<file path="src/rtl/nibble_serial_addsub_if.sv">
// Request/response bundle for the nibble-serial adder/subtractor.
// The master issues operands; the slave (datapath) returns the registered result.
interface nibble_serial_addsub_if #(
    parameter int WIDTH = 16
);
    logic             start;
    logic             sub;
    logic [WIDTH-1:0] A;
    logic [WIDTH-1:0] B;
    logic             ready;
    logic             done;
    logic [WIDTH-1:0] S;
    logic             Co;
    logic             V;

    modport master (
        output start, sub, A, B,
        input  ready, done, S, Co, V
    );

    modport slave (
        input  start, sub, A, B,
        output ready, done, S, Co, V
    );
endinterface

</file>
<file path="src/rtl/nibble_serial_addsub.sv">
// Add/subtract of two WIDTH-bit operands using one 4-bit ripple slice,
// one nibble per clock, LSB nibble first; results held until the next completion.
module nibble_serial_addsub #(
    parameter int WIDTH = 16
) (
    input  logic                    clk,
    input  logic                    rst,
    nibble_serial_addsub_if.slave   bus
);
    localparam int NIB = WIDTH / 4;
    localparam int IW  = (NIB > 1) ? $clog2(NIB) : 1;

    typedef enum logic [1:0] {
        IDLE = 2'd0,
        RUN  = 2'd1,
        DONE = 2'd2
    } state_t;

    // Returns {carry out of bit 3, carry into bit 3, 4-bit sum}.
    function automatic logic [5:0] slice4(input logic [3:0] a, input logic [3:0] b, input logic cin);
        logic [4:0] c;
        logic [3:0] s;
        c[0] = cin;
        for (int i = 0; i < 4; i++) begin
            s[i]     = a[i] ^ b[i] ^ c[i];
            c[i + 1] = (c[i] & (a[i] ^ b[i])) | (a[i] & b[i]);
        end
        return {c[4], c[3], s};
    endfunction

    state_t           state_q, state_d;
    logic [IW-1:0]    idx_q, idx_d;
    logic             carry_q, carry_d;
    logic [WIDTH-1:0] a_q, a_d;
    logic [WIDTH-1:0] b_q, b_d;
    logic             sub_q, sub_d;
    logic [WIDTH-1:0] res_q, res_d;
    logic [WIDTH-1:0] s_q, s_d;
    logic             co_q, co_d;
    logic             v_q, v_d;
    logic             done_q, done_d;
    logic             ready_q, ready_d;

    logic [IW+1:0]    base_s;
    logic [3:0]       a_nib_s;
    logic [3:0]       b_nib_s;
    logic [5:0]       slice_s;

    // Next-state, datapath and output decode.
    always_comb begin
        state_d = state_q;
        idx_d   = idx_q;
        carry_d = carry_q;
        a_d     = a_q;
        b_d     = b_q;
        sub_d   = sub_q;
        res_d   = res_q;
        s_d     = s_q;
        co_d    = co_q;
        v_d     = v_q;
        done_d  = 1'b0;

        base_s  = {idx_q, 2'b00};
        a_nib_s = a_q[base_s +: 4];
        b_nib_s = sub_q ? ~b_q[base_s +: 4] : b_q[base_s +: 4];
        slice_s = slice4(a_nib_s, b_nib_s, carry_q);

        case (state_q)
            IDLE, DONE: begin
                if (bus.start) begin
                    a_d     = bus.A;
                    b_d     = bus.B;
                    sub_d   = bus.sub;
                    idx_d   = {IW{1'b0}};
                    carry_d = bus.sub;
                    state_d = RUN;
                end else begin
                    state_d = IDLE;
                end
            end
            RUN: begin
                res_d[base_s +: 4] = slice_s[3:0];
                carry_d            = slice_s[5];
                idx_d              = idx_q + {{(IW-1){1'b0}}, 1'b1};
                if (idx_q == IW'(NIB - 1)) begin
                    // Publish the whole word at once so S never shows a partial sum.
                    s_d     = res_d;
                    co_d    = slice_s[5];
                    v_d     = slice_s[5] ^ slice_s[4];
                    done_d  = 1'b1;
                    state_d = DONE;
                end else begin
                    state_d = RUN;
                end
            end
            default: begin
                state_d = IDLE;
            end
        endcase

        ready_d = (state_d != RUN);
    end

    // State and result registers with synchronous reset.
    always_ff @(posedge clk) begin
        if (rst) begin
            state_q <= IDLE;
            idx_q   <= {IW{1'b0}};
            carry_q <= 1'b0;
            a_q     <= {WIDTH{1'b0}};
            b_q     <= {WIDTH{1'b0}};
            sub_q   <= 1'b0;
            res_q   <= {WIDTH{1'b0}};
            s_q     <= {WIDTH{1'b0}};
            co_q    <= 1'b0;
            v_q     <= 1'b0;
            done_q  <= 1'b0;
            ready_q <= 1'b1;
        end else begin
            state_q <= state_d;
            idx_q   <= idx_d;
            carry_q <= carry_d;
            a_q     <= a_d;
            b_q     <= b_d;
            sub_q   <= sub_d;
            res_q   <= res_d;
            s_q     <= s_d;
            co_q    <= co_d;
            v_q     <= v_d;
            done_q  <= done_d;
            ready_q <= ready_d;
        end
    end

    assign bus.ready = ready_q;
    assign bus.done  = done_q;
    assign bus.S     = s_q;
    assign bus.Co    = co_q;
    assign bus.V     = v_q;
endmodule
</file>
<file path="src/flat_wrapper.sv">
// flat-port wrapper written by rule: the top's interface ports become plain ports
module nibble_serial_addsub_flat 
#(
    parameter int WIDTH = 16
)
  (clk, rst, bus_start, bus_sub, bus_A, bus_B, bus_ready, bus_done, bus_S, bus_Co, bus_V);
  nibble_serial_addsub_if #(.WIDTH(WIDTH)) bus_i ();
  input  logic clk;
  input  logic rst;
  input wire logic [$bits(bus_i.start)-1:0] bus_start;
  input wire logic [$bits(bus_i.sub)-1:0] bus_sub;
  input wire logic [$bits(bus_i.A)-1:0] bus_A;
  input wire logic [$bits(bus_i.B)-1:0] bus_B;
  output wire logic [$bits(bus_i.ready)-1:0] bus_ready;
  output wire logic [$bits(bus_i.done)-1:0] bus_done;
  output wire logic [$bits(bus_i.S)-1:0] bus_S;
  output wire logic [$bits(bus_i.Co)-1:0] bus_Co;
  output wire logic [$bits(bus_i.V)-1:0] bus_V;
  assign bus_i.start = bus_start;
  assign bus_i.sub = bus_sub;
  assign bus_i.A = bus_A;
  assign bus_i.B = bus_B;
  assign bus_ready = bus_i.ready;
  assign bus_done = bus_i.done;
  assign bus_S = bus_i.S;
  assign bus_Co = bus_i.Co;
  assign bus_V = bus_i.V;
  nibble_serial_addsub #(.WIDTH(WIDTH)) u_core (.clk(clk), .rst(rst), .bus(bus_i));
endmodule
</file>
<file path="config.mk">
export PLATFORM = sky130hd
export DESIGN_NAME = nibble_serial_addsub_flat
export DESIGN_NICKNAME = d
export VERILOG_FILES = /design/src/rtl/nibble_serial_addsub_if.sv /design/src/rtl/nibble_serial_addsub.sv /design/src/flat_wrapper.sv
export SDC_FILE = /design/constraint.sdc
export NUM_CORES = 1
export LEC_CHECK = 0
export BUFFER_PORTS_ARGS = -buffer_cell sky130_fd_sc_hd__buf_4
export CORE_MARGIN = 5
export CORE_UTILIZATION = 35
export DETAILED_ROUTE_END_ITERATION = 10
export PLACE_DENSITY = 0.53
export SLEW_MARGIN = 20
export SYNTH_ARGS = -nofsm -noshare
export SYNTH_HDL_FRONTEND = slang
export SYNTH_SLANG_ARGS = --single-unit
</file>
<file path="constraint.sdc">
create_clock -name clk -period 8.8 [get_ports clk]
set_input_delay 0.88 -clock clk [delete_from_list [all_inputs] [get_ports clk]]
set_output_delay 0.88 -clock clk [all_outputs]
set_load 0.05 [all_outputs]
</file>
---- Word level (Yosys, flattened, before mapping) ----
Cells that the tools add are included.
Widths: inputs -> output; s select.
cells by class
  $add $sub $neg .......................... 2
  equality and inequality tests ........... 5
  shifts and indexed selects .............. 4
  multiplexer cells ....................... 10
  bitwise logic cells ..................... 23
  reductions and logical operators ........ 7
operators with widths
  operator                number
  $shiftx 16x5->4         2
  $bwmux 16               1
  $shift 4x6->16 const A  1
  $shiftx 4x6->16         1
  $xor 1x1->1             9
  $and 1x1->1             8
  $pmux 2 s2              2
  $neg 4->6               1
  $reduce_and 2->1        3
  $eq 2x2->1 const B      2
  $mux 2                  2
  $mux 4                  1
  $not 4->4               1
  $or 1x1->1              4
  $reduce_or 2->1         2
  $mux 1                  3
  $add 2x1->2 const B     1
  $eq 2x1->1 const B      1
  $logic_not 2->1         1
  $ne 2x1->1 const B      1
  $ne 2x2->1 const B      1
  $pmux 1 s2              1
  $reduce_bool 2->1       1
  $not 1->1               1
word-level totals
  flip-flop bits (word level) ............. 74
  bits of input ports ..................... 36
  output and inout port bits .............. 20
  word-level logic and storage cells ...... 63

---- Longest topological paths before layout ----
  word-level depth ........................ 13
  depth in mapped cells ................... 13
  mapped depth without buffers ............ 12

---- Worst setup path before layout ----
OpenSTA, ideal clock, no wires.
  path type ............................... register -> register
  start ................................... register u_core.idx_q[0]
  end ..................................... register u_core.res_q[3]
  setup time .............................. 65 ps
  arrival time ............................ 3,320 ps
  data required time ...................... 8,735 ps
  setup slack ............................. 5,415 ps
  stages on the path, launching flop included .. 14
  path buffers ............................ 1
  clock period less this slack ............ 3,385 ps
  cells stage by stage .................... dfxtp_1 -> buf_6 -> mux4_2 -> xor2_1 -> fa_1 -> inv_1 -> fa_1 -> inv_1 -> fa_1 -> inv_1 -> fa_1 -> nor3b_1 -> a22oi_1 -> nor2_1
on the way
  word-level cells in the longest chain between the ends .. 13
  elaborated cells between the ends (all ways) .. 25
  those cells by class .................... add/sub: 1; shift: 4; mux: 2; bitwise: 18
RTL lines
  what                    RTL line                                                source
  start, declared         nibble_serial_addsub.sv:32                              logic [IW-1:0] idx_q, idx_d;
  start signal, assigned  nibble_serial_addsub.sv:108                             idx_q <= {IW{1'b0}};
  start signal, assigned  nibble_serial_addsub.sv:121                             idx_q <= idx_d;
  $shiftx 16x5->4         nibble_serial_addsub.sv:65                              b_nib_s = sub_q ? ~b_q[base_s +: 4] : b_q[base_s +: 4];
  $not 4->4               nibble_serial_addsub.sv:65
  $mux 4                  nibble_serial_addsub.sv:65
  $xor 1x1->1             nibble_serial_addsub.sv:25, nibble_serial_addsub.sv:26
  $and 1x1->1             nibble_serial_addsub.sv:26                              c[i + 1] = (c[i] & (a[i] ^ b[i])) | (a[i] & b[i]);
  $or 1x1->1              nibble_serial_addsub.sv:26
  $and 1x1->1             nibble_serial_addsub.sv:26
  $or 1x1->1              nibble_serial_addsub.sv:26
  $and 1x1->1             nibble_serial_addsub.sv:26
  $or 1x1->1              nibble_serial_addsub.sv:26
  $xor 1x1->1             nibble_serial_addsub.sv:25                              s[i] = a[i] ^ b[i] ^ c[i];
  $shiftx 4x6->16         nibble_serial_addsub.sv:82                              res_d[base_s +: 4] = slice_s[3:0];
  $bwmux 16 (*)           nibble_serial_addsub.sv:82
  end signal, assigned    nibble_serial_addsub.sv:113                             res_q <= {WIDTH{1'b0}};
  end signal, assigned    nibble_serial_addsub.sv:126                             res_q <= res_d;
  end, declared           nibble_serial_addsub.sv:37                              logic [WIDTH-1:0] res_q, res_d;
Every way passes the cells marked *; elsewhere a longest branch is shown, timed or not.
A chain may end at the register's enable or synchronous reset.

---- Worst setup path after layout ----
  start ................................... register u_core.idx_q[0]
  end ..................................... register u_core.res_q[11]
Same word-level chain as after synthesis.

==> results.sh <==
export IMPL_synthXorXnorAreaFrac_pct=1.37
export IMPL_rows=35
export IMPL_dieWidth_microns=106
export IMPL_relSlewSlack_pct=38.2
export IMPL_synth_distinct_cells=32
export IMPL_powerDensity_mw_per_mm2=204
export IMPL_tns_ps=0
export IMPL_drive_above_1_share_pct=20.2
export IMPL_post_cts_buffers=0
export IMPL_htreeDepth=3
export IMPL_drc=0
export IMPL_grt_max_degree=75
export IMPL_critPathRequiredTime_ps=9080
export IMPL_ir_drop_mv=0.0891
export IMPL_drt_iter0_drc=102
export IMPL_cp_start_kind="flip-flop"
export IMPL_areaGrowthSynthToFinish_pct=21.2
export IMPL_synthAdderAreaFrac_pct=4.84
export IMPL_hold_viol=0
export IMPL_rsz0062_at_grt="false"
export IMPL_max_freq_ghz=0.249
export IMPL_syn_area_per_cell_sq_um=9.05
export IMPL_worstPathArrival_ps=4290
export IMPL_drv_cap=0
export IMPL_syn_num_nets=400
export IMPL_post_cts_resized=0
export IMPL_fillers=899
export IMPL_core_sq_mm=0.00906
export IMPL_ant_nets=0
export IMPL_synthCells=354
export IMPL_chipHeight_microns=106
export IMPL_synth_compound_area_share_pct=14.6
export IMPL_dp_hpwl_microns=4900
export IMPL_grt_pass1_vias=2536
export IMPL_boundaryPins=56
export IMPL_tightest_slew_ps=924
export IMPL_die_area_sq_mm=0.0112
export IMPL_fin_skew_ps=6.36
export IMPL_holdWs_ps=454
export IMPL_path_max_fanout=17
export IMPL_worstSkewPairLatency_ps=350
export IMPL_n_antenna_cell=0
export IMPL_fin_crit_ps=4010
export IMPL_tritoncts="built"
export IMPL_start_util_pct=35.3
export IMPL_cts_root_buf="clkbuf_8"
export IMPL_ys_seq_area_share_pct=46.2
export IMPL_clock_sinks=74
export IMPL_vias=2582
export IMPL_setup_viol=0
export IMPL_layout_nets=437
export IMPL_hp_class="reg -> reg"
export IMPL_wl_per_cell_microns=14.4
export IMPL_synth_top_flop_cell="dfxtp_1"
export IMPL_yosys_warnings=0
export IMPL_postCtsHoldBufs=0
export IMPL_end_kind="flip-flop"
export IMPL_vias_per_cell=5.09
export IMPL_overflow=0
export IMPL_outcome="finished clean"
export IMPL_fin_crit_sh_pct=45.6
export IMPL_antenna_found_initial=0
export IMPL_synth_top_family_by_area="simple AND/OR/NAND/NOR gates"
export IMPL_grt_usage_pct=13.8
export IMPL_cts_buffers=9
export IMPL_synth_edf_count=0
export IMPL_dr_pass1_iters=4
export IMPL_ys_ff_latch=74
export IMPL_yosys_area_share_simple_pct=20.3
export IMPL_drv_slew=0
export IMPL_p_leak_uw=0.00157
export IMPL_clk_pin_slew_ps=70
export IMPL_async_flop_share_pct=0
export IMPL_cts_buffer_depth=2
export IMPL_routabilityCongestion=0.782
export IMPL_port_buffers=55
export IMPL_synthMuxAreaShare_pct=6.09
export IMPL_grt_pass1_wl_microns=12300
export IMPL_drt_wl_total_microns=7290
export IMPL_worst_setup_path_type="reg -> reg"
export IMPL_syn_area_sq_mm=0.00320
[metrics by stage]
stage | worst slack, ps | utilization, % | total power, uW | instance area [sq um] | instances
final | 4790 | 42.9 | 791 | 3880 | 507
after global routing | 4390 | 42.9 | 829 | 3880 | 507
after CTS | 4760 | 42.7 | 800 | 3870 | 507
after detailed placement | 4790 | 39.8 | 454 | 3610 | 491
after global placement | 4910 | 39.8 | 453 | 3610 | 491
after floorplan | 5410 | - | 424 | 3200 | 354
[power by group]
group          total (uW)  internal, uW  switching (uW)  leakage, uW
clock                 345           224             120     0.000134
sequential            357           347            10.3     0.000602
combinational        89.0          35.7            53.3     0.000837
[final cells by class]
type	instances	area [sq um]	share of cell area, %
flip-flops and latches	74	1480	38.1
clock inverters	5	125	3.22
multi-input cells	237	1530	39.4
inverters	13	48.8	1.26
clock buffers	11	141	3.64
well taps	111	139	3.57
repair buffers	56	420	10.8
[cell usage after synthesis (all sizes together), types with 5 or more instances]
| cell | count | area (sq um) |
|---|---|---|
| nand2 | 70 | 263 |
| ha | 6 | 75.1 |
| a21oi | 36 | 180 |
| nor2 | 35 | 131 |
| mux4 | 8 | 195 |
| nor3 | 16 | 80.1 |
| nand3b | 5 | 50.1 |
| dfxtp | 74 | 1480 |
| a22oi | 8 | 60.1 |
| buf | 20 | 121 |
| clkbuf | 10 | 37.5 |
| a32oi | 8 | 70.1 |
| a221oi | 16 | 140 |
| inv | 13 | 48.8 |
[cell families (layout without fill, tap and decap cells)]
kind of cell	Yosys count	in the layout
compound gates	71	71
mux	8	8
buf+inv	43	85
flops	74	74
simple gates	143	143
fa+ha+maj	10	10
xor+xnor	5	5
[layer usage]
metal  global-route usage, %  wire length [microns]  vias up  share of wire (%)
met4                    4.72                     99        0                1.4
met1                    18.2                   3390     1220                 46
met5                       0                      0        -                  0
met3                    4.10                    377       12                5.2
li1                        -                      -     1297                  -
met2                    21.6                   3420       53                 47
[placed cells by master, fill, tap and decap left out, types with 2 or more instances in the layout]
master / count
dfxtp_1: 74
nor3_1: 16
mux4_1: 4
nand3b_1: 4
xnor2_1: 3
nand2_1: 70
fa_1: 4
nor2_1: 35
clkbuf_8: 10
inv_1: 13
a22oi_1: 8
nor2b_1: 2
buf_4: 56
nand2b_1: 4
ha_1: 6
a221oi_1: 16
bufinv_16: 4
and4bb_2: 2
a32oi_1: 8
a21oi_1: 36
nand3_1: 3
nor3b_1: 2
mux4_2: 4
xor2_1: 2
[path summary, 6_finish.rpt]
kind                                startpoint                             to  slack, ps  cells after the start
setup / recovery  u_core.idx_q[0]$_SDFFE_PP0P_  u_core.res_q[11]$_SDFFE_PP0P_       4790                     12
hold / removal      u_core.a_q[5]$_SDFFE_PP0P_     u_core.a_q[5]$_SDFFE_PP0P_        450                      2
setup reg to reg  u_core.idx_q[0]$_SDFFE_PP0P_  u_core.res_q[11]$_SDFFE_PP0P_       4790                     12
hold reg to reg     u_core.a_q[5]$_SDFFE_PP0P_     u_core.a_q[5]$_SDFFE_PP0P_        450                      2
[critical path: stages (launching register included)]
cell	delay, ps
dfxtp_1	790
mux4_2	600
xor2_1	170
fa_1	370
inv_1	90
fa_1	170
inv_1	50
fa_1	400
inv_1	90
fa_1	420
nor3b_1	510
a22oi_1	180
nor2_1	110
[sequential cells by signal, indices dropped and copies added, names as in the netlist]
signal	cells
u_core.res_q	16
u_core.b_q	16
u_core.bus.done	1
u_core.bus.V	1
u_core.sub_q	1
u_core.bus.ready	1
u_core.a_q	16
u_core.idx_q	2
u_core.carry_q	1
u_core.bus.Co	1
u_core.bus.S	16
u_core.state_q	2
No activity file was read; power rests on OpenSTA's default activity.
